==> config.mk <==
export PLATFORM = sky130hd
export DESIGN_NAME = vector_row_feeder_flat
export DESIGN_NICKNAME = d
export VERILOG_FILES = /design/src/rtl/sys_defs.sv /design/src/rtl/vector_row_feeder_if.sv /design/src/rtl/vec_tag_pipe.sv /design/src/rtl/vector_row_feeder.sv /design/src/flat_wrapper.sv
export SDC_FILE = /design/constraint.sdc
export NUM_CORES = 1
export LEC_CHECK = 0
export ABC_CLOCK_PERIOD_IN_PS = 7200
export BUFFER_PORTS_ARGS = -buffer_cell sky130_fd_sc_hd__clkbuf_2
export CAP_MARGIN = 5
export CELL_PAD_IN_SITES_DETAIL_PLACEMENT = 1
export CELL_PAD_IN_SITES_GLOBAL_PLACEMENT = 1
export CORE_AREA = 2 2 223 225
export CTS_CLUSTER_DIAMETER = 150
export DETAILED_ROUTE_END_ITERATION = 10
export DIE_AREA = 0 0 225 227
export GPL_TIMING_DRIVEN = 0
export PLACE_DENSITY = 0.55
export SYNTH_ARGS = -nofsm -noshare
export SYNTH_HDL_FRONTEND = slang
export SYNTH_SLANG_ARGS = --single-unit
export TNS_END_PERCENT = 50
==> constraint.sdc <==
create_clock -name clk -period 7.2 [get_ports clk]
set_clock_uncertainty 0.1 [all_clocks]
set_input_delay 1.44 -clock clk [delete_from_list [all_inputs] [get_ports clk]]
set_output_delay 1.44 -clock clk [all_outputs]
set_load 0.05 [all_outputs]
==> src/rtl/sys_defs.sv <==
// sys_defs: shared row geometry, row type and feeder FSM states.
package sys_defs;
  localparam int ARR_WIDTH = 4;
  localparam int FXP_N = 16;
  typedef logic signed [ARR_WIDTH-1:0][FXP_N-1:0] row_t;
  typedef enum logic [1:0] {S_IDLE, S_RUN, S_DRAIN, S_DONE} feeder_state_e;
endpackage

==> src/rtl/vector_row_feeder_if.sv <==
// vector_row_feeder_if: command, SA stream, SRAM, vector_unit and write-back signals.
// Perf counter outputs exist only when VEC_FEEDER_PERF_EN is defined.
interface vector_row_feeder_if import sys_defs::*; #(parameter int ADDR_W = 8);
  logic              cmd_valid, cmd_ready, cmd_mode;
  logic [ADDR_W-1:0] cmd_base;
  logic [ADDR_W:0]   cmd_len;
  logic              sa_valid, sa_ready;
  row_t              sa_row;
  logic              int_rd_en, rec_rd_en, rec_wr_en;
  logic [ADDR_W-1:0] int_rd_addr, rec_rd_addr, rec_wr_addr;
  row_t              int_rd_data, rec_rd_data, rec_wr_data;
  logic              vu_enable, vu_mode;
  row_t              vu_sa_row, vu_int_row, vu_rec_row, vu_vec_out;
  logic              busy, done;
`ifdef VEC_FEEDER_PERF_EN
  logic [31:0]       perf_busy_cycles, perf_bubble_cycles;
`endif
  modport master (
    input  cmd_valid, cmd_base, cmd_len, cmd_mode, sa_valid, sa_row,
           int_rd_data, rec_rd_data, vu_vec_out,
    output cmd_ready, sa_ready, int_rd_en, int_rd_addr, rec_rd_en, rec_rd_addr,
           vu_enable, vu_mode, vu_sa_row, vu_int_row, vu_rec_row,
           rec_wr_en, rec_wr_addr, rec_wr_data, busy, done
`ifdef VEC_FEEDER_PERF_EN
    , output perf_busy_cycles, perf_bubble_cycles
`endif
  );
  modport slave (
    output cmd_valid, cmd_base, cmd_len, cmd_mode, sa_valid, sa_row,
           int_rd_data, rec_rd_data, vu_vec_out,
    input  cmd_ready, sa_ready, int_rd_en, int_rd_addr, rec_rd_en, rec_rd_addr,
           vu_enable, vu_mode, vu_sa_row, vu_int_row, vu_rec_row,
           rec_wr_en, rec_wr_addr, rec_wr_data, busy, done
`ifdef VEC_FEEDER_PERF_EN
    , input perf_busy_cycles, perf_bubble_cycles
`endif
  );
endinterface

==> src/rtl/vec_tag_pipe.sv <==
// vec_tag_pipe: {valid,addr} delay line; exposes every valid stage and the last address.
module vec_tag_pipe #(
  parameter int DEPTH = 2,
  parameter int AW = 8
) (
  input  logic             clk,
  input  logic             rst_n,
  input  logic             i_valid,
  input  logic [AW-1:0]    i_addr,
  output logic [DEPTH-1:0] o_valid,
  output logic [AW-1:0]    o_addr
);
  logic [DEPTH-1:0]         r_valid;
  logic [DEPTH-1:0][AW-1:0] r_addr;
  always_ff @(posedge clk or negedge rst_n)
    if (!rst_n) begin
      r_valid <= '0;
      r_addr  <= '0;
    end else begin
      r_valid[0] <= i_valid;
      r_addr[0]  <= i_addr;
      for (int k = 1; k < DEPTH; k++) begin
        r_valid[k] <= r_valid[k-1];
        r_addr[k]  <= r_addr[k-1];
      end
    end
  assign o_valid = r_valid;
  assign o_addr  = r_addr[DEPTH-1];
endmodule

==> src/rtl/vector_row_feeder.sv <==
// vector_row_feeder: aligns SA rows with int/rec SRAM rows for vector_unit and writes results back.
// Optional perf counters enabled by defining VEC_FEEDER_PERF_EN.
module vector_row_feeder import sys_defs::*; #(
  parameter int ADDR_W = 8,
  parameter int VU_LAT = 1
) (
  input logic                 clk,
  input logic                 rst_n,
  vector_row_feeder_if.master bus
);
  localparam int DEPTH = VU_LAT + 1;
  feeder_state_e     r_state;
  logic [ADDR_W-1:0] r_base;
  logic [ADDR_W:0]   r_len, r_issued;
  logic              r_mode;
  row_t              r_sa_row;
  logic              w_cmd_acc, w_sa_acc, w_drained;
  logic [ADDR_W-1:0] w_addr, w_wr_addr;
  logic [DEPTH-1:0]  w_valid;
  assign bus.cmd_ready = r_state == S_IDLE;
  assign bus.sa_ready  = (r_state == S_RUN) && (r_issued < r_len);
  assign w_cmd_acc     = bus.cmd_valid && bus.cmd_ready;
  assign w_sa_acc      = bus.sa_valid && bus.sa_ready;
  assign w_addr        = r_base + r_issued[ADDR_W-1:0];
  // only the final stage may still be live when the last write lands
  assign w_drained     = ~|w_valid[DEPTH-2:0];
  vec_tag_pipe #(.DEPTH(DEPTH), .AW(ADDR_W)) u_tags (
    .clk     (clk),
    .rst_n   (rst_n),
    .i_valid (w_sa_acc),
    .i_addr  (w_addr),
    .o_valid (w_valid),
    .o_addr  (w_wr_addr)
  );
  assign bus.int_rd_en   = w_sa_acc;
  assign bus.rec_rd_en   = w_sa_acc;
  assign bus.int_rd_addr = w_addr;
  assign bus.rec_rd_addr = w_addr;
  assign bus.vu_enable   = w_valid[0];
  assign bus.vu_mode     = r_mode;
  assign bus.vu_sa_row   = r_sa_row;
  assign bus.vu_int_row  = bus.int_rd_data;
  assign bus.vu_rec_row  = bus.rec_rd_data;
  assign bus.rec_wr_en   = w_valid[DEPTH-1];
  assign bus.rec_wr_addr = w_wr_addr;
  assign bus.rec_wr_data = bus.vu_vec_out;
  assign bus.busy        = r_state != S_IDLE;
  assign bus.done        = r_state == S_DONE;
  always_ff @(posedge clk or negedge rst_n)
    if (!rst_n) begin
      r_state  <= S_IDLE;
      r_base   <= '0;
      r_len    <= '0;
      r_issued <= '0;
      r_mode   <= 1'b0;
      r_sa_row <= '0;
    end else begin
      if (w_sa_acc) begin
        r_sa_row <= bus.sa_row;
        r_issued <= r_issued + 1'b1;
      end
      case (r_state)
        S_IDLE: if (w_cmd_acc) begin
          r_base   <= bus.cmd_base;
          r_len    <= bus.cmd_len;
          r_mode   <= bus.cmd_mode;
          r_issued <= '0;
          r_state  <= (bus.cmd_len == '0) ? S_DONE : S_RUN;
        end
        S_RUN:   if (r_issued == r_len) r_state <= S_DRAIN;
        S_DRAIN: if (w_drained) r_state <= S_DONE;
        default: r_state <= S_IDLE;
      endcase
    end
`ifdef VEC_FEEDER_PERF_EN
  logic [31:0] r_perf_busy, r_perf_bubble;
  always_ff @(posedge clk or negedge rst_n)
    if (!rst_n) begin
      r_perf_busy   <= '0;
      r_perf_bubble <= '0;
    end else if (w_cmd_acc) begin
      r_perf_busy   <= '0;
      r_perf_bubble <= '0;
    end else begin
      if ((r_state == S_RUN || r_state == S_DRAIN) && ~&r_perf_busy) r_perf_busy <= r_perf_busy + 1'b1;
      if (bus.sa_ready && !bus.sa_valid && ~&r_perf_bubble) r_perf_bubble <= r_perf_bubble + 1'b1;
    end
  assign bus.perf_busy_cycles   = r_perf_busy;
  assign bus.perf_bubble_cycles = r_perf_bubble;
`endif
endmodule
==> src/flat_wrapper.sv <==
// flat-port wrapper written by rule: the top's interface ports become plain ports
module vector_row_feeder_flat import sys_defs::*;
#(
  parameter int ADDR_W = 8,
  parameter int VU_LAT = 1
)
  (clk, rst_n, bus_cmd_valid, bus_cmd_base, bus_cmd_len, bus_cmd_mode, bus_sa_valid, bus_sa_row, bus_int_rd_data, bus_rec_rd_data, bus_vu_vec_out, bus_cmd_ready, bus_sa_ready, bus_int_rd_en, bus_int_rd_addr, bus_rec_rd_en, bus_rec_rd_addr, bus_vu_enable, bus_vu_mode, bus_vu_sa_row, bus_vu_int_row, bus_vu_rec_row, bus_rec_wr_en, bus_rec_wr_addr, bus_rec_wr_data, bus_busy, bus_done);
  vector_row_feeder_if #(.ADDR_W(ADDR_W)) bus_i ();
  input logic clk;
  input logic rst_n;
  input wire logic [$bits(bus_i.cmd_valid)-1:0] bus_cmd_valid;
  input wire logic [$bits(bus_i.cmd_base)-1:0] bus_cmd_base;
  input wire logic [$bits(bus_i.cmd_len)-1:0] bus_cmd_len;
  input wire logic [$bits(bus_i.cmd_mode)-1:0] bus_cmd_mode;
  input wire logic [$bits(bus_i.sa_valid)-1:0] bus_sa_valid;
  input wire logic [$bits(bus_i.sa_row)-1:0] bus_sa_row;
  input wire logic [$bits(bus_i.int_rd_data)-1:0] bus_int_rd_data;
  input wire logic [$bits(bus_i.rec_rd_data)-1:0] bus_rec_rd_data;
  input wire logic [$bits(bus_i.vu_vec_out)-1:0] bus_vu_vec_out;
  output wire logic [$bits(bus_i.cmd_ready)-1:0] bus_cmd_ready;
  output wire logic [$bits(bus_i.sa_ready)-1:0] bus_sa_ready;
  output wire logic [$bits(bus_i.int_rd_en)-1:0] bus_int_rd_en;
  output wire logic [$bits(bus_i.int_rd_addr)-1:0] bus_int_rd_addr;
  output wire logic [$bits(bus_i.rec_rd_en)-1:0] bus_rec_rd_en;
  output wire logic [$bits(bus_i.rec_rd_addr)-1:0] bus_rec_rd_addr;
  output wire logic [$bits(bus_i.vu_enable)-1:0] bus_vu_enable;
  output wire logic [$bits(bus_i.vu_mode)-1:0] bus_vu_mode;
  output wire logic [$bits(bus_i.vu_sa_row)-1:0] bus_vu_sa_row;
  output wire logic [$bits(bus_i.vu_int_row)-1:0] bus_vu_int_row;
  output wire logic [$bits(bus_i.vu_rec_row)-1:0] bus_vu_rec_row;
  output wire logic [$bits(bus_i.rec_wr_en)-1:0] bus_rec_wr_en;
  output wire logic [$bits(bus_i.rec_wr_addr)-1:0] bus_rec_wr_addr;
  output wire logic [$bits(bus_i.rec_wr_data)-1:0] bus_rec_wr_data;
  output wire logic [$bits(bus_i.busy)-1:0] bus_busy;
  output wire logic [$bits(bus_i.done)-1:0] bus_done;
  assign bus_i.cmd_valid = bus_cmd_valid;
  assign bus_i.cmd_base = bus_cmd_base;
  assign bus_i.cmd_len = bus_cmd_len;
  assign bus_i.cmd_mode = bus_cmd_mode;
  assign bus_i.sa_valid = bus_sa_valid;
  assign bus_i.sa_row = bus_sa_row;
  assign bus_i.int_rd_data = bus_int_rd_data;
  assign bus_i.rec_rd_data = bus_rec_rd_data;
  assign bus_i.vu_vec_out = bus_vu_vec_out;
  assign bus_cmd_ready = bus_i.cmd_ready;
  assign bus_sa_ready = bus_i.sa_ready;
  assign bus_int_rd_en = bus_i.int_rd_en;
  assign bus_int_rd_addr = bus_i.int_rd_addr;
  assign bus_rec_rd_en = bus_i.rec_rd_en;
  assign bus_rec_rd_addr = bus_i.rec_rd_addr;
  assign bus_vu_enable = bus_i.vu_enable;
  assign bus_vu_mode = bus_i.vu_mode;
  assign bus_vu_sa_row = bus_i.vu_sa_row;
  assign bus_vu_int_row = bus_i.vu_int_row;
  assign bus_vu_rec_row = bus_i.vu_rec_row;
  assign bus_rec_wr_en = bus_i.rec_wr_en;
  assign bus_rec_wr_addr = bus_i.rec_wr_addr;
  assign bus_rec_wr_data = bus_i.rec_wr_data;
  assign bus_busy = bus_i.busy;
  assign bus_done = bus_i.done;
  vector_row_feeder #(.ADDR_W(ADDR_W), .VU_LAT(VU_LAT)) u_core (.clk(clk), .rst_n(rst_n), .bus(bus_i));
endmodule
# --- Word-level counts from Yosys, hierarchy flattened ---
# Index checks and enable logic that the tools add are counted.
word_totals:
  input_bits: 278
  register_bits: 111
  word_cells: 38
  out_inout_bits: 289
op_classes:
  magnitude_cmp: 1
  n_reduce_logical: 8
  eq_ne: 7
  n_mux: 8
  addsub: 2
ops:
  columns: ["operator", "n"]
  rows:
  - ["two-way mux 9 bit", 3]
  - ["adder 9 x 1 -> 9 bit, second input constant", 1]
  - ["== test 9 bit", 1]
  - ["logical NOT 9 bit", 1]
  - ["less-than comparator 9 bit", 1]
  - ["adder 8 bit", 1]
  - ["two-way mux 2 bit", 4]
  - ["inequality test 2 bit, second input constant", 3]
  - ["case mux 2 bit (3 select lines)", 1]
  - ["== test 2 bit, second input constant", 2]
  - ["logical AND 1 bit", 3]
  - ["AND reduction 3 bit", 1]
  - ["== test 2 x 1 -> 1 bit, second input constant", 1]
  - ["logical NOT 2 bit", 1]
  - ["AND reduction 2 bit", 1]
  - ["nonzero test 2 bit", 1]

# --- Depth between registers and ports, before layout ---
logic_depth:
  word_depth: 6
  mapped_depth: 9
  depth_no_buf: 8

# --- Modules after synthesis ---
# From an unflattened synthesis, not the netlist that was laid out.
hier_totals:
  hier_cells: 581
  area_unflattened_um2: 6485.0
modules_own_cells:
  columns: ["mod", "cells_each", "instances", "area_each_um2", "seq_area_each_um2"]
  rows:
  - ["vector_row_feeder", 555, 1, 5974.5, 2327.2]
  - ["vec_tag_pipe", 26, 1, 510.5, 450.4]

# --- Worst setup path after synthesis ---
# OpenSTA, ideal clock, no wires.
synth_path:
  path_kind: "input -> output"
  start: "in bus_sa_valid"
  end: "out bus_rec_rd_en"
  n_path_buf: 2
  t_required_ns: 5.660
  stages: 5
  arrival_ns: 2.512
  path_slack_ns: 3.148
  cell_sequence: "o2111ai_1 > a211o_1 > inv_2 > buf_4 > buf_4"
synth_between:
  elab_chain_len: 1
synth_rtl:
  columns: ["element", "line", "text"]
  rows:
  - ["from (decl)", "flat_wrapper.sv:15", "input wire logic [$bits(bus_i.sa_valid)-1:0] bus_sa_valid;"]
  - ["logical AND 1 bit", "vector_row_feeder.sv:23", "assign w_sa_acc = bus.sa_valid && bus.sa_ready;"]
  - ["to (decl)", "flat_wrapper.sv:24", "output wire logic [$bits(bus_i.rec_rd_en)-1:0] bus_rec_rd_en;"]
# Every way passes these cells.

# --- Worst setup path after layout ---
layout_path:
  start: "reg u_core.r_issued[6]"
  end: "out bus_rec_rd_en"
layout_between:
  elab_chain_len: 3
layout_rtl:
  columns: ["element", "line", "text"]
  rows:
  - ["from (decl)", "vector_row_feeder.sv:14", "logic [ADDR_W:0] r_len, r_issued;"]
  - ["from (signal assigned)", "vector_row_feeder.sv:60", "r_issued <= r_issued + 1'b1;"]
  - ["less-than comparator 9 bit", "vector_row_feeder.sv:21", "assign bus.sa_ready = (r_state == S_RUN) && (r_issued < r_len);"]
  - ["logical AND 1 bit", "vector_row_feeder.sv:21", null]
  - ["logical AND 1 bit", "vector_row_feeder.sv:23", null]
# Every way passes these cells.

==> results.md <==
- Worst-path fanout max: 12
- EDFF count, synth: 0
- Syn_nets: 870
- Mux cell area share after synthesis: 12.4%
- Reg area: 0.00278 mm²
- Tmin final: 4690 ps
- Die footprint: 0.0511 mm²
- CP Cell Sequence: ha_1, a211oi_2, o2111ai_1, a211o_1, inv_2, buf_4, buf_4, clkbuf_2
- YS warnings: 0
- Number of fill cells: 5740
- IO Pins: 567
- Register area share after synthesis: 44.6%
- Die Ht: 227 µm
- Placed wire-length estimate: 18400 µm
- Antenna violations before repair: 1
- Layout area overhead: 48.5%
- Syn Inst Count: 569
- Share of layout cells above drive strength 1: 70.5%
- Rows: 81
- Routability cong.: 0.701
- CP dominant cell by count: buf_4
- Final setup fails: 0
- Syn Area/Cell: 11.0 µm²
- Synth cell types: 41
- Pin count of the biggest net entering global routing: 64
- Period utilization: 65.1%
- Worst r2r path cells: 7
- Largest family of logic cells by synthesized area: buffers and inverters
- Clock root buffer master: clkbuf_16
- Number of global-route vias before repair: 5086
- Asr flop ratio synth: 100%
- Post-Synth XOR/XNOR Area: 0.984%
- # hold bufs at CTS: 0
- Synth Flop Type: dfrtp_1
- Post-Synth Simple-Gate Area: 5.72%
- First-pass GRT wire length: 30300 µm
- Max Fclk: 213 MHz
- Power Density: 456 mW/mm²
- Crit-path max cell delay: 480 ps
- Worst slew pin tran: 681 ps
- Setup ws final: 2510 ps
- Max Buffers Root-to-Sink: 2
- TritonCTS Buffers: 9
- Diode count: 0
- Core ar.: 0.0485 mm²
- TritonCTS clock tree: done
- Routed len/inst: 13.9 µm
- Port bufs: 374
- Worst-path clk slew: 80 ps
- DR iter-0 viols: 130
- Drt pass-1 iters: 4
- Gates resized, CTS repair: 0
- Post-CTS setup-driven buffer insertion count: 0
- Peak VDD IR: 0.200 mV
- Clk sink count: 111
- Critical path data arrival time: 3150 ps
- Via/cell ratio: 3.26
- Max_cap viols: 0
- RSZ-0062 raised after global routing: false
- Worst rel slew slack: 54.3%
- Synth Cell Area: 0.00623 mm²
- Footprint of the multi-input gates: 0.00174 mm²
- DR vias: 5162
- Family with the most delay on the worst path: buffers and inverters
- Min-delay worst type: reg -> reg
- CP Capture Type: output pin
- Placement Setup Slack: 2490 ps
- TNS Setup: 0 ps
- Overall Power: 4.22 mW
- Total GRT Usage: 8.02%
- Clk_lat worst skew: 390 ps
- Grt total ovfl: 0
- Final Hold Violating Endpoints: 0
- Initial Util: 12.8%
- Post-Synth Adder-Cell Area: 4.74%
- Levels on crit path: 8
- Slowest-stage cell, CP: dfrtp_1
- Hold path depth: 0
- H-Tree Depth: 3
- Outcome: finished clean
- Slew Viols, Final: 0
- ANT nets after route: 0
- Final #Nets: 1256
- Worst setup path category: reg -> out
- Startpoint types: register
- Flops & latches, synth: 111
- Buf/Inv on CP: 4
- P_leak: 4.92 nW
- Die width: 225 µm
- Post-Route WL: 22000 µm
- Worst Path Required: 5660 ps
- DR DRC count: 0
- Compound-cell area share of the yosys netlist: 4.06%
cells by family after synthesis:
family          Yosys count
simple gates             79
mux                      69
buf+inv                 241
xor+xnor                  7
compound gates           39
fa+ha+maj                23
flops                   111
stage by stage:
step                      util [%]  hold slack (ps)  instance area, µm²  instances
final                         19.1              252                9260       1582
after global routing          19.1              261                9260       1582
after CTS                     19.1              256                9260       1582
after detailed placement      18.4              236                8920       1566
after global placement        18.3              232                8880       1565
after floorplan                  -              231                6230        569
placed cells by master (no fill, tap or decap), types with 2 or more instances in the layout:
cell type / n
a21boi_0: 2
a21oi_1: 8
buf_4: 216
bufinv_16: 2
clkbuf_1: 4
clkbuf_16: 9
clkbuf_2: 373
clkbuf_8: 2
dfrtp_1: 111
ha_1: 22
inv_1: 20
inv_8: 2
mux2_2: 65
mux2i_1: 4
nand2_1: 43
nand2b_1: 2
nand3_1: 5
nand4_1: 4
nor2_1: 13
nor2b_1: 2
nor4_1: 2
o21ai_0: 14
o31ai_1: 2
or4_1: 3
xnor2_1: 6
worst reg2reg max path: stages (launching register included):
cell and delay, ps:
dfrtp_1 480, ha_1 390, a211oi_2 260, o2111ai_1 200, a211o_1 400, inv_2 290, buf_4 320, mux2_2 380
sequential cells by signal (all words and copies together), names as in the netlist:
signal / cells
u_core.bus.vu_mode: 1
u_core.bus.vu_sa_row: 64
u_core.r_base: 8
u_core.r_issued: 9
u_core.r_len: 9
u_core.r_state: 2
u_core.u_tags.o_addr: 8
u_core.u_tags.o_valid: 2
u_core.u_tags.r_addr: 8
power by group:
| group | switching [mW] | internal (mW) |
|---|---|---|
| sequential | 0.151 | 0.919 |
| combinational | 1.85 | 0.711 |
| clock | 0.268 | 0.321 |
cell usage after synthesis, types with 2 or more instances:
cell type  number  area [µm²]
nor4_1          2        12.5
nor2b_1         2        12.5
a21oi_1         8        40.0
o31ai_1         2        15.0
or4_1           3        22.5
nor2_1         13        48.8
mux2_2         65         732
nand3_1         5        25.0
o21ai_0        14        70.1
nand2_1        43         161
nand2b_1        2        12.5
clkbuf_1        4        15.0
mux2i_1         4        40.0
nand4_1         4        25.0
inv_1          20        75.1
ha_1           22         275
xnor2_1         6        52.6
buf_4         216        1620
dfrtp_1       111        2780
a21boi_0        2        15.0
final cells by class:
class                           instances  share of cell area [%]
Sequential cell                       111                    30.0
Timing Repair Buffer                  375                    20.6
Multi-Input combinational cell        217                    18.8
Buffer                                220                    17.7
Tap cell                              622                    8.41
Clock buffer                           10                    2.58
Clock inverter                          6                    1.07
Inverter                               21                   0.852
path summary, 6_finish.rpt:
path / slack, ps / endpoint / from
hold reg to reg: 250 / u_core.u_tags.o_addr[0] / u_core.u_tags.r_addr[0]
max in group asynchronous: 5390 / u_core.bus.vu_sa_row[0] / rst_n
setup / recovery: 2510 / bus_rec_rd_en / u_core.r_issued[6]
setup reg to reg: 4260 / u_core.bus.vu_sa_row[42] / u_core.r_issued[6]
hold / removal: 250 / u_core.u_tags.o_addr[0] / u_core.u_tags.r_addr[0]
min in group asynchronous: 880 / u_core.u_tags.r_addr[7] / rst_n
routing by layer:
metal  vias to the layer above  part of all wire [%]  track usage, %
met5                         -                 0.041               0
met4                         2                   1.4            2.95
met3                        17                   6.7            2.57
met2                       213                    50            12.6
met1                      2487                    42            10.3
li1                       2443                     -               -
Power figures use the tool's default switching activity.
